$ cat src/rtl/auto_whacker.sv
// auto_whacker -- synthetic whack-a-mole player.
//
// Watches the live mole mask. Once a mole lights, it waits a reaction delay
// counted in 1 ms ticks, then inverts the matching synthetic switch. After
// that it holds the new switch level, and then waits for the mole to go dark.
// It also counts the whacks it issues and the targets it abandons, so that
// score_core can be cross-checked against these counts.
//
// Ports:
//   CLOCK_50     in   1        system clock (50 MHz)
//   rst_n        in   1        asynchronous active-low reset
//   tick_1ms     in   1        one-cycle 1 kHz clock enable
//   enable       in   1        auto-play permitted (level)
//   active_mask  in   N_MOLES  moles currently lit
//   rnd          in   8        free-running LFSR, sampled at target latch
//   sw_out       out  N_MOLES  synthetic switch levels
//   busy         out  1        high whenever not IDLE
//   target_idx   out  5        current or last target index
//   whack_count  out  16       toggles issued, saturating
//   miss_count   out  8        targets abandoned, saturating
module auto_whacker #(
    parameter int N_MOLES          = 18,
    parameter int REACT_MS         = 150,
    parameter int JITTER_EN        = 1,
    parameter int HOLD_MS          = 12,
    parameter int CLEAR_TIMEOUT_MS = 2000,
    parameter int MISS_EVERY       = 0
) (
    input  logic               CLOCK_50,
    input  logic               rst_n,
    input  logic               tick_1ms,
    input  logic               enable,
    input  logic [N_MOLES-1:0] active_mask,
    input  logic [7:0]         rnd,
    output logic [N_MOLES-1:0] sw_out,
    output logic               busy,
    output logic [4:0]         target_idx,
    output logic [15:0]        whack_count,
    output logic [7:0]         miss_count
);

    // The ms counter has to hold the longest delay that can ever be loaded.
    localparam int REACT_MAX = REACT_MS + 120;
    localparam int MAX_A     = (CLEAR_TIMEOUT_MS > REACT_MAX) ? CLEAR_TIMEOUT_MS : REACT_MAX;
    localparam int MAX_MS    = (HOLD_MS > MAX_A) ? HOLD_MS : MAX_A;
    localparam int CNT_W     = $clog2(MAX_MS + 1);
    localparam int SKIP_W    = (MISS_EVERY > 0) ? $clog2(MISS_EVERY + 1) : 1;

    typedef enum logic [2:0] {
        IDLE,
        REACT,
        TOGGLE,
        HOLD,
        WAIT_CLEAR
    } state_t;

    state_t             state_q;
    logic [CNT_W-1:0]   cnt_q;
    logic [SKIP_W-1:0]  skip_q;
    logic               planned_q;
    logic [N_MOLES-1:0] sw_q;
    logic               busy_q;
    logic [4:0]         target_q;
    logic [15:0]        whack_q;
    logic [7:0]         miss_q;

    logic [11:0]        react_sum;
    logic [SKIP_W-1:0]  skip_d;
    logic               planned_d;
    logic [N_MOLES-1:0] tgt_bit;
    logic               mole_lit;
    logic               unused_rnd;

    function automatic logic [4:0] lowest_set(input logic [N_MOLES-1:0] m);
        logic [4:0] idx;
        idx = '0;
        for (int i = N_MOLES - 1; i >= 0; i--) begin
            if (m[i]) idx = 5'(i);
        end
        return idx;
    endfunction

    function automatic logic [15:0] sat_inc16(input logic [15:0] v);
        return (v == 16'hFFFF) ? v : v + 16'd1;
    endfunction

    function automatic logic [7:0] sat_inc8(input logic [7:0] v);
        return (v == 8'hFF) ? v : v + 8'd1;
    endfunction

    // Reaction delay is formed in 12 bits: base plus optional rnd[3:0]*8 jitter.
    assign react_sum = 12'(REACT_MS) + ((JITTER_EN != 0) ? {5'd0, rnd[3:0], 3'd0} : 12'd0);
    assign unused_rnd = ^rnd[7:4];

    // Skip counter advances on each latch; reaching MISS_EVERY marks a planned miss.
    assign planned_d = (MISS_EVERY != 0) && ((skip_q + 1'b1) == SKIP_W'(MISS_EVERY));
    assign skip_d    = planned_d ? '0 : skip_q + 1'b1;

    assign tgt_bit  = N_MOLES'(1) << target_q;
    assign mole_lit = |(active_mask & tgt_bit);

    always_ff @(posedge CLOCK_50 or negedge rst_n) begin
        if (!rst_n) begin
            state_q   <= IDLE;
            cnt_q     <= '0;
            skip_q    <= '0;
            planned_q <= 1'b0;
            sw_q      <= '0;
            busy_q    <= 1'b0;
            target_q  <= '0;
            whack_q   <= '0;
            miss_q    <= '0;
        end else if (!enable) begin
            // Abort without touching counters; switch levels are left as they are.
            state_q <= IDLE;
            busy_q  <= 1'b0;
        end else begin
            case (state_q)
                IDLE: begin
                    if (|active_mask) begin
                        target_q  <= lowest_set(active_mask);
                        cnt_q     <= CNT_W'(react_sum);
                        skip_q    <= skip_d;
                        planned_q <= planned_d;
                        state_q   <= REACT;
                        busy_q    <= 1'b1;
                    end
                end
                REACT: begin
                    // A mole drop takes priority over an expiry in the same cycle.
                    if (!mole_lit) begin
                        miss_q  <= sat_inc8(miss_q);
                        state_q <= IDLE;
                        busy_q  <= 1'b0;
                    end else if (tick_1ms) begin
                        if (cnt_q == '0) begin
                            if (planned_q) begin
                                cnt_q   <= CNT_W'(CLEAR_TIMEOUT_MS);
                                state_q <= WAIT_CLEAR;
                            end else begin
                                state_q <= TOGGLE;
                            end
                        end else begin
                            cnt_q <= cnt_q - 1'b1;
                        end
                    end
                end
                TOGGLE: begin
                    sw_q    <= sw_q ^ tgt_bit;
                    whack_q <= sat_inc16(whack_q);
                    cnt_q   <= CNT_W'(HOLD_MS);
                    state_q <= HOLD;
                end
                HOLD: begin
                    if (tick_1ms) begin
                        if (cnt_q == '0) begin
                            cnt_q   <= CNT_W'(CLEAR_TIMEOUT_MS);
                            state_q <= WAIT_CLEAR;
                        end else begin
                            cnt_q <= cnt_q - 1'b1;
                        end
                    end
                end
                WAIT_CLEAR: begin
                    // Waiting for the mole to go dark keeps a still-lit mole from a second whack.
                    if (!mole_lit || (tick_1ms && (cnt_q == '0))) begin
                        if (planned_q) miss_q <= sat_inc8(miss_q);
                        state_q <= IDLE;
                        busy_q  <= 1'b0;
                    end else if (tick_1ms) begin
                        cnt_q <= cnt_q - 1'b1;
                    end
                end
                default: begin
                    state_q <= IDLE;
                    busy_q  <= 1'b0;
                end
            endcase
        end
    end

    assign sw_out      = sw_q;
    assign busy        = busy_q;
    assign target_idx  = target_q;
    assign whack_count = whack_q;
    assign miss_count  = miss_q;

endmodule

$ cat config.mk
export PLATFORM = sky130hd
export DESIGN_NAME = auto_whacker
export DESIGN_NICKNAME = d
export VERILOG_FILES = /design/src/rtl/auto_whacker.sv
export SDC_FILE = /design/constraint.sdc
export NUM_CORES = 1
export LEC_CHECK = 0
export BUFFER_PORTS_ARGS = -buffer_cell sky130_fd_sc_hd__buf_2
export CAP_MARGIN = 15
export CORE_MARGIN = 3
export CORE_UTILIZATION = 59
export CTS_CLUSTER_DIAMETER = 30
export DETAILED_ROUTE_END_ITERATION = 8
export PLACE_DENSITY = 0.85
export SYNTH_ARGS = -nofsm -noshare
export SYNTH_HDL_FRONTEND = slang
export SYNTH_SLANG_ARGS = --single-unit
$ cat constraint.sdc
create_clock -name CLOCK_50 -period 5.1 [get_ports CLOCK_50]
set_input_delay 1.02 -clock CLOCK_50 [delete_from_list [all_inputs] [get_ports CLOCK_50]]
set_output_delay 1.02 -clock CLOCK_50 [all_outputs]
set_load 0.05 [all_outputs]
-- After elaboration in Yosys (flattened, before gate mapping)
Index checks and enable logic that the tools add are counted.
- muxes and demuxes: 44
- eq/ne operators: 24
- reduce and logical (&&, ||, !) cells: 17
- $add $sub $neg: 4
- shift operators: 1
- bitwise operators: 4
- operators by type and width (kind ; number):
    two-way mux 5 bit ; 18
    two-way mux 11 bit ; 8
    one-hot mux 11 bit (5 select lines) ; 1
    OR reduction 18 bit ; 2
    two-way mux 3 bit ; 8
    two-way mux 8 bit ; 3
    != test 2 bit, second input constant ; 10
    bitwise AND 18 bit ; 1
    != test 3 bit, second input constant ; 6
    left shift 1 x 5 -> 18 bit, first input constant ; 1
    XOR 18 bit ; 1
    adder 16 x 1 -> 16 bit, second input constant ; 1
    equality test 16 bit, second input constant ; 1
    one-hot mux 3 bit (5 select lines) ; 1
    AND reduction 6 bit ; 2
    zero test 11 bit ; 1
    subtractor 11 x 1 -> 11 bit, second input constant ; 1
    adder 8 x 7 -> 9 bit, first input constant ; 1
    AND reduction 9 bit ; 1
    adder 8 x 1 -> 8 bit, second input constant ; 1
    equality test 8 bit, second input constant ; 1
    != test 4 bit, second input constant ; 2
    equality test 3 x 2 -> 1 bit, second input constant ; 2
    AND reduction 3 bit ; 2
    other kinds (14) ; 18
- register bits: 62
- logic and storage cells: 101
- output and inout bits: 48
- input bits: 30

-- Longest topological paths before layout
Gate-level depths: netlist of the first run.
- depth in word-level cells: 18
- depth in mapped cells: 9
- depth with buffers taken out: 8

-- Least setup slack after synthesis of the first run
No wires, ideal clock.
- path kind: input to register
- start point: input port active_mask[0]
- end point: register cnt_q[8]
- setup slack: 2.190 ns
- stages: 8
- setup time: 0.125 ns
- path buffers: 2
- arrival time: 2.785 ns
- data required time: 4.975 ns
- path through: nor4_1 -> nand4_1 -> o311ai_1 -> a221o_1 -> buf_2 -> or2_4 -> buf_8 -> mux2_4
- word-level cells in the longest chain between the ends: 6
- elaborated cells on any way between the ends: 9
- classes of those cells: 3 x eq/ne; 1 x bitwise; 5 x reduce/logical
- ends and longest elaborated chain (what ; RTL line ; text):
    from (decl) ; 33 ; input logic [N_MOLES-1:0] active_mask,
    bitwise AND 18 bit ; 100 ; assign mole_lit = |(active_mask & tgt_bit);
    OR reduction 18 bit ; 100 ;
    zero test 1 bit ; 166 ; if (!mole_lit || (tick_1ms && (cnt_q == '0))) begin
    logical OR 1 bit ; 166 ;
    != test 2 bit (no line) ; - ;
    AND reduction 9 bit (no line) (*) ; - ;
    to (signal assigned) ; 157 ; cnt_q <= CNT_W'(CLEAR_TIMEOUT_MS);
    to (signal assigned) ; 160 ; cnt_q <= cnt_q - 1'b1;
    to (signal assigned) ; 171 ; cnt_q <= cnt_q - 1'b1;
    to (decl) ; 58 ; logic [CNT_W-1:0] cnt_q;
Every way passes the cells marked *; elsewhere a longest branch is shown, timed or not.
A chain may end at the register's enable or synchronous reset.

-- Worst setup path in the final report of the first run
- start point: input port active_mask[0]
- end point: register cnt_q[6]
The elaborated chain is that of the path after synthesis.

==> results of run 1 <==
## power groups by stage
| stage | Combinational [mW] | Sequential, mW | Clock, mW |
|---|---|---|---|
| floorplan | 0.234 | 0.690 | 0 |
| global placement | 0.373 | 0.642 | 0 |
| detailed placement | 0.385 | 0.646 | 0 |
| CTS | 0.393 | 0.641 | 0.491 |
| global route | 0.433 | 0.656 | 0.516 |
| finish | 0.395 | 0.643 | 0.488 |
## cell families after synthesis
| kind of cell | after synthesis |
|---|---|
| fa+ha+maj | 6 |
| simple gates | 147 |
| buf+inv | 29 |
| flops | 62 |
| mux | 7 |
| compound gates | 74 |
| xor+xnor | 41 |
## synth_stat cells (all sizes together) (2+ instances only)
master | n | area [sq um]
and4 | 3 | 26.3
o21ai | 16 | 80.1
nor2b | 7 | 43.8
a211oi | 3 | 22.5
o22a | 3 | 26.3
or3b | 2 | 17.5
or4bb | 2 | 22.5
clkbuf | 8 | 30.0
nor3 | 14 | 70.1
a31oi | 6 | 37.5
mux2i | 2 | 20.0
nand3 | 14 | 70.1
and3b | 3 | 26.3
o32ai | 3 | 33.8
and2 | 3 | 18.8
mux2 | 4 | 48.8
a21oi | 16 | 83.8
a32o | 2 | 21.3
nand4b | 2 | 17.5
nor3b | 2 | 15.0
nand2b | 3 | 18.8
or2 | 2 | 15.0
o31ai | 7 | 52.6
and3 | 7 | 43.8
nor4 | 10 | 92.6
inv | 14 | 52.6
o41ai | 2 | 17.5
xnor2 | 37 | 324
nand4 | 12 | 75.1
dfrtp | 62 | 1550
a21o | 2 | 15.0
o211ai | 2 | 15.0
or4 | 2 | 15.0
xor2 | 4 | 35.0
buf | 7 | 51.3
ha | 6 | 75.1
nor2 | 21 | 78.8
nand2 | 34 | 128
## stage by stage
| step | setup WS, ns | instances |
|---|---|---|
| after floorplan | 2.19 | 366 |
| after global placement | 1.70 | 497 |
| after detailed placement | 1.70 | 497 |
| after CTS | 2.06 | 512 |
| after global routing | 1.83 | 512 |
| final | 2.04 | 512 |
## state kept, by name, indices dropped and copies added (netlist names)
name / flops
busy: 1
cnt_q: 11
miss_count: 8
state_q: 3
sw_out: 18
target_idx: 5
whack_count: 16
## path summary, 6_finish.rpt
check | endpoint | slack, ns
max in group asynchronous | whack_count[4] | 3.71
min | sw_out[12] | 0.47
max | cnt_q[6] | 2.04
max reg2reg | cnt_q[6] | 2.15
min in group asynchronous | target_idx[0] | 0.83
min reg2reg | sw_out[12] | 0.47
## layout make-up
class / instances / area (sq um) / area share (%)
clock buffers: 12 / 155 / 3.74
clock inverters: 3 / 67.6 / 1.63
inverters: 14 / 52.6 / 1.27
multi-input cells: 275 / 1860 / 44.8
flip-flops and latches: 62 / 1550 / 37.4
well taps: 72 / 90.1 / 2.17
repair buffers: 74 / 373 / 8.98
## per-layer routing
metal,global-route usage [%],wire length [um],vias up
met5,0,0,-
met4,9.50,215,0
met3,7.21,755,26
li1,-,-,1480
met2,41.0,4230,172
met1,33.5,3500,1601
==> run_results.csv, run 1 <==
group,metric,value,unit
status,status,"completed",
routing,routedWlPerCell,17.0,um
global_route,antenna_found_initial,0,
cells_and_area,final_area,4150,sq um
synth,synth_mux_area_share,2.58,%
synth,synth-xor-area-share,10.1,%
global_route,grt_max_degree,63,
cts,cts-root-buf,"clkbuf_8",
synth,syn_nets,402,
cts,cts-resized-gates,0,
placement,gp_congestion,0.891,
cells_and_area,fillers,431,
pwr,combPwrFrac,25.9,%
cells_and_area,drive_gt1_share,22.7,%
placement,place_area,3930,sq um
synth,synth_cell_type_count,66,
floorplanning,core,5680,sq um
sta,min_period_over_period,60.0,%
pwr,ir_drop,0.334,mV
global_route,grt_pass1_vias,3208,
worst_hold_path,min_path_type,"reg -> reg",
critical_path,cp.required,5.32,ns
cts,tritoncts,"yes",
critical_path,cp_num_buf_inv,1,
sta,maxSlewViolCount,0,
global_route,track_usage,25.7,%
routing,drc,0,
cts,cts_setup_buffers,0,
cells_and_area,final_common_cell,"buf_2",
synth,syn_area_per_cell,9.69,sq um
critical_path,r2r-start,"target_idx[2]",
critical_path,slowest_stage,"nor4_1",
global_route,grt_pass1_wl,15000,um
pwr,p_total,1.53,mW
pwr,p_leak,1.96,nW
cells_and_area,syn2layout_area_growth,17.0,%
placement,io_buffers,73,
routing,drt_iter0_drc,334,
sta,setup_tns,0,ns
cts,path_clk_slew,0.07,ns
global_route,grt_overflow_total,0,
critical_path,cpPeakStageDelay,0.49,ns
pwr,p_sw_share,35.4,%
sta,tightest_slew,0.899,ns
floorplanning,die_w,83.5,um
pwr,power.internal,986,uW
routing,drt_wl_total,8700,um
synth,synthArstFlopShare,100,%
sta,post-route-min-period,3.06,ns
critical_path,arrival,3.28,ns
critical_path,crit_family,"simple AND/OR/NAND/NOR gates",
cts,cts.sinks,62,
sta,max_freq,327,MHz
cts,numCtsBuffers,9,
synth,ys_ff_latch,62,
critical_path,crit_chain,"buf_2, nor4_1, nand4_1, o311ai_1, a221o_1, or2_4, mux2_2",
sta,worst_hold_slack,0.465,ns
cts,cts_buffer_depth,2,
synth,ys_seq_area_share,43.8,%
floorplanning,die_h,83.5,um
synth,ys.flop_type,"dfrtp_1",
worst_hold_path,hold_path.startpoint,"sw_out[12]",
critical_path,path_class,"in -> reg",
routing,num_vias,3279,
cells_and_area,final_cell_mix,"buf_2, dfrtp_1, xnor2_1",
pwr,pwr-share-clk,32.0,%
sta,slew-limit-headroom,39.6,%
critical_path,cp-start-kind,"primary input",
sta,rsz0062_at_grt,"no",
pwr,power_density,368,nW/um^2
floorplanning,die-area,6980,sq um
routing,dr.pass1.iters,5,
synth,synth_top_family_by_area,"simple AND/OR/NAND/NOR gates",
routing,final_antenna_net_count,0,
floorplanning,start_util,62.5,%
critical_path,cp_num_cells,7,
sta,skew,0.00435,ns
cells_and_area,n_antenna_cell,0,
synth,synth_edf_count,0,
synth,yosysWarningCount,0,
pwr,power.switching,540,uW
synth,syn_area,3550,sq um
floorplanning,rows,27,
cts,cts.hold.buffers_added,0,
cts,htreeDepth,3,
synth,synthSimpleGateAreaFrac,23.4,%
floorplanning,io-pin-count,78,
synth,synth_compound_area_share,14.3,%
cells_and_area,layout.nets,472,
run,cap_violations,0,
critical_path,worst-path-max-fanout,11,
worst_hold_path,hold_depth,1,
sta,setup_violations,0,
critical_path,setup.worst_path.start,"active_mask[0]",
critical_path,endpoint_kind,"register",
synth,synth-adder-area-share,2.12,%
pwr,pwr-share-seq,42.2,%
routing,viasPerCell,6.40,
cells_and_area,fin_util,73.1,%
sta,final-hold-violation-count,0,
placement,hpwl,6000,um
synth,synthCells,366,
critical_path,rr_worst_depth,6,
cts,clock_latency,0.34,ns
Note: power is estimated with default switching activity, not from simulation.
==> run 2: changes to the inputs <==
Settings changed: CORE_UTILIZATION 59 to 55, PLACE_DENSITY 0.85 to 0.8.
Clock period 5.1 ns to 2.98 ns, I/O delays scaled along.
==> run 2 against run 1 <==
  * Combinational power is 71% higher
  * Global-route usage is 1.8 points lower
  * First-iteration DRC count is 46% lower
  * Worst hold slack worse by 0.044 ns
  * Sequential power is 71% higher
  * Design area is 0.72% higher
  * Die area is 6.7% higher
  * Clock power is 62% higher
  * Clock skew hardly changed
  * Critical path type is now reg -> reg
==> run_results.csv, run 2 (synthesized netlist as in run 1, its figures left out) <==
group,metric,value,unit
routing,drt_iter0_drc,180,
placement,pre_cts_ws,0.355,ns
global_route,use_met1,32.8,%
sta,final-hold-violation-count,0,
cts,htreeDepth,3,
routing,final_antenna_net_count,0,
sta,maxSlewViolCount,0,
critical_path,cp-start-kind,"register",
sta,max_freq,386,MHz
cts,cts.hold.buffers_added,0,
floorplanning,die-area,7450,sq um
cts,cts_setup_buffers,0,
cells_and_area,final_cell_mix,"buf_2, dfrtp_1, xnor2_1",
floorplanning,die_w,86.3,um
cts,cts.sinks,62,
critical_path,arrival,2.85,ns
global_route,gr-usage-met2,37.0,%
cells_and_area,drive_gt1_share,23.5,%
global_route,antenna_found_initial,0,
cells_and_area,syn2layout_area_growth,17.9,%
critical_path,worst-path-max-fanout,21,
global_route,grt_busiest_layer,"met2",
cells_and_area,n_antenna_cell,0,
cts,numCtsBuffers,9,
cells_and_area,final_cell_count_no_fill,521,
sta,fin_ws,0.390,ns
run,cap_violations,0,
cts,tritoncts,"yes",
placement,hpwl,5960,um
sta,setup_tns,0,ns
routing,viasPerCell,5.90,
pwr,p_total,2.57,mW
cts,cts_buffer_depth,2,
cells_and_area,fin_util,68.6,%
routing,drt_wl_total,8400,um
placement,io_buffers,73,
placement,gp_congestion,0.883,
pwr,power_density,614,nW/um^2
pwr,p_leak,1.98,nW
placement,place_area,3980,sq um
sta,rsz0062_at_grt,"no",
cells_and_area,fillers,491,
cts,path_clk_slew,0.07,ns
pwr,ir_drop,0.372,mV
global_route,grt_overflow_total,0,
cells_and_area,layout.nets,478,
critical_path,rrSetupSlack,0.39,ns
routing,drc,0,
cts,cts-root-buf,"clkbuf_8",
sta,skew,0.00411,ns
global_route,track_usage,23.9,%
worst_hold_path,min_path_type,"in -> async",
cells_and_area,largest_register_ffs,18,
floorplanning,core,6100,sq um
critical_path,path_class,"reg -> reg",
floorplanning,io-pin-count,78,
sta,slew-limit-headroom,47.7,%
global_route,grt_max_degree,63,
cts,clock_latency,0.33,ns
sta,min_period_over_period,86.9,%
cells_and_area,final_area,4180,sq um
cells_and_area,final_common_cell,"buf_2",
global_route,grt_util_met3,5.04,%
sta,post-route-min-period,2.59,ns
routing,dr.pass1.iters,4,
floorplanning,die_h,86.3,um
critical_path,endpoint_kind,"register",
global_route,grt_pass1_wl,14200,um
floorplanning,rows,28,
global_route,grt_pass1_vias,3001,
sta,setup_violations,0,
critical_path,cp.required,3.24,ns
routing,routedWlPerCell,16.1,um
floorplanning,start_util,58.2,%
cts,cts-resized-gates,0,
placement,place_inst,506,
status,status,"completed",
sta,tightest_slew,0.784,ns
sta,worst_hold_slack,0.422,ns
routing,num_vias,3075,
## run 2: changes by cell type in the layout (fill, tap and decap cells not counted)
cell      before  now
buf_4          1    7
clkbuf_1       1    2
clkbuf_8      11    9
clkinv_2       0    1
## run 2: power breakdown
group / total [mW] / switching, mW / internal [mW]
logic: 0.677 / 0.433 / 0.244
registers: 1.10 / 0.157 / 0.940
clock network: 0.791 / 0.326 / 0.466
total: 2.57 / 0.916 / 1.65
## run 2: layout make-up
type | count | area (sq um) | share of cell area [%]
repair buffers | 80 | 418 | 10.0
clock buffers | 11 | 131 | 3.14
multi-input cells | 275 | 1860 | 44.5
inverters | 14 | 52.6 | 1.26
clock inverters | 4 | 72.6 | 1.74
well taps | 75 | 93.8 | 2.24
flip-flops and latches | 62 | 1550 | 37.1
## run 2: per-layer routing
metal	vias up	wire length, um
li1	1494	-
met1	1452	3850
met2	118	3850
met3	11	573
met4	0	127
met5	-	0
## run 2: worst paths after layout
path | cells after the start | start | to
worst max register to register | 6 | target_idx[0] | state_q[1]
max in group asynchronous | 2 | rst_n | whack_count[10]
worst max-delay path | 6 | target_idx[0] | state_q[1]
worst min-delay path | 2 | rst_n | target_idx[3]
worst min register to register | 1 | sw_out[4] | sw_out[4]
min in group CLOCK_50 | 1 | sw_out[4] | sw_out[4]
## run 2: critical path, cell delays in order, from the launching register on
cell	delay, ns
dfrtp_1	0.76
and2b_1	0.30
a32oi_1	0.13
o32ai_2	0.49
nor3_1	0.19
or4_1	0.51
a21oi_1	0.13
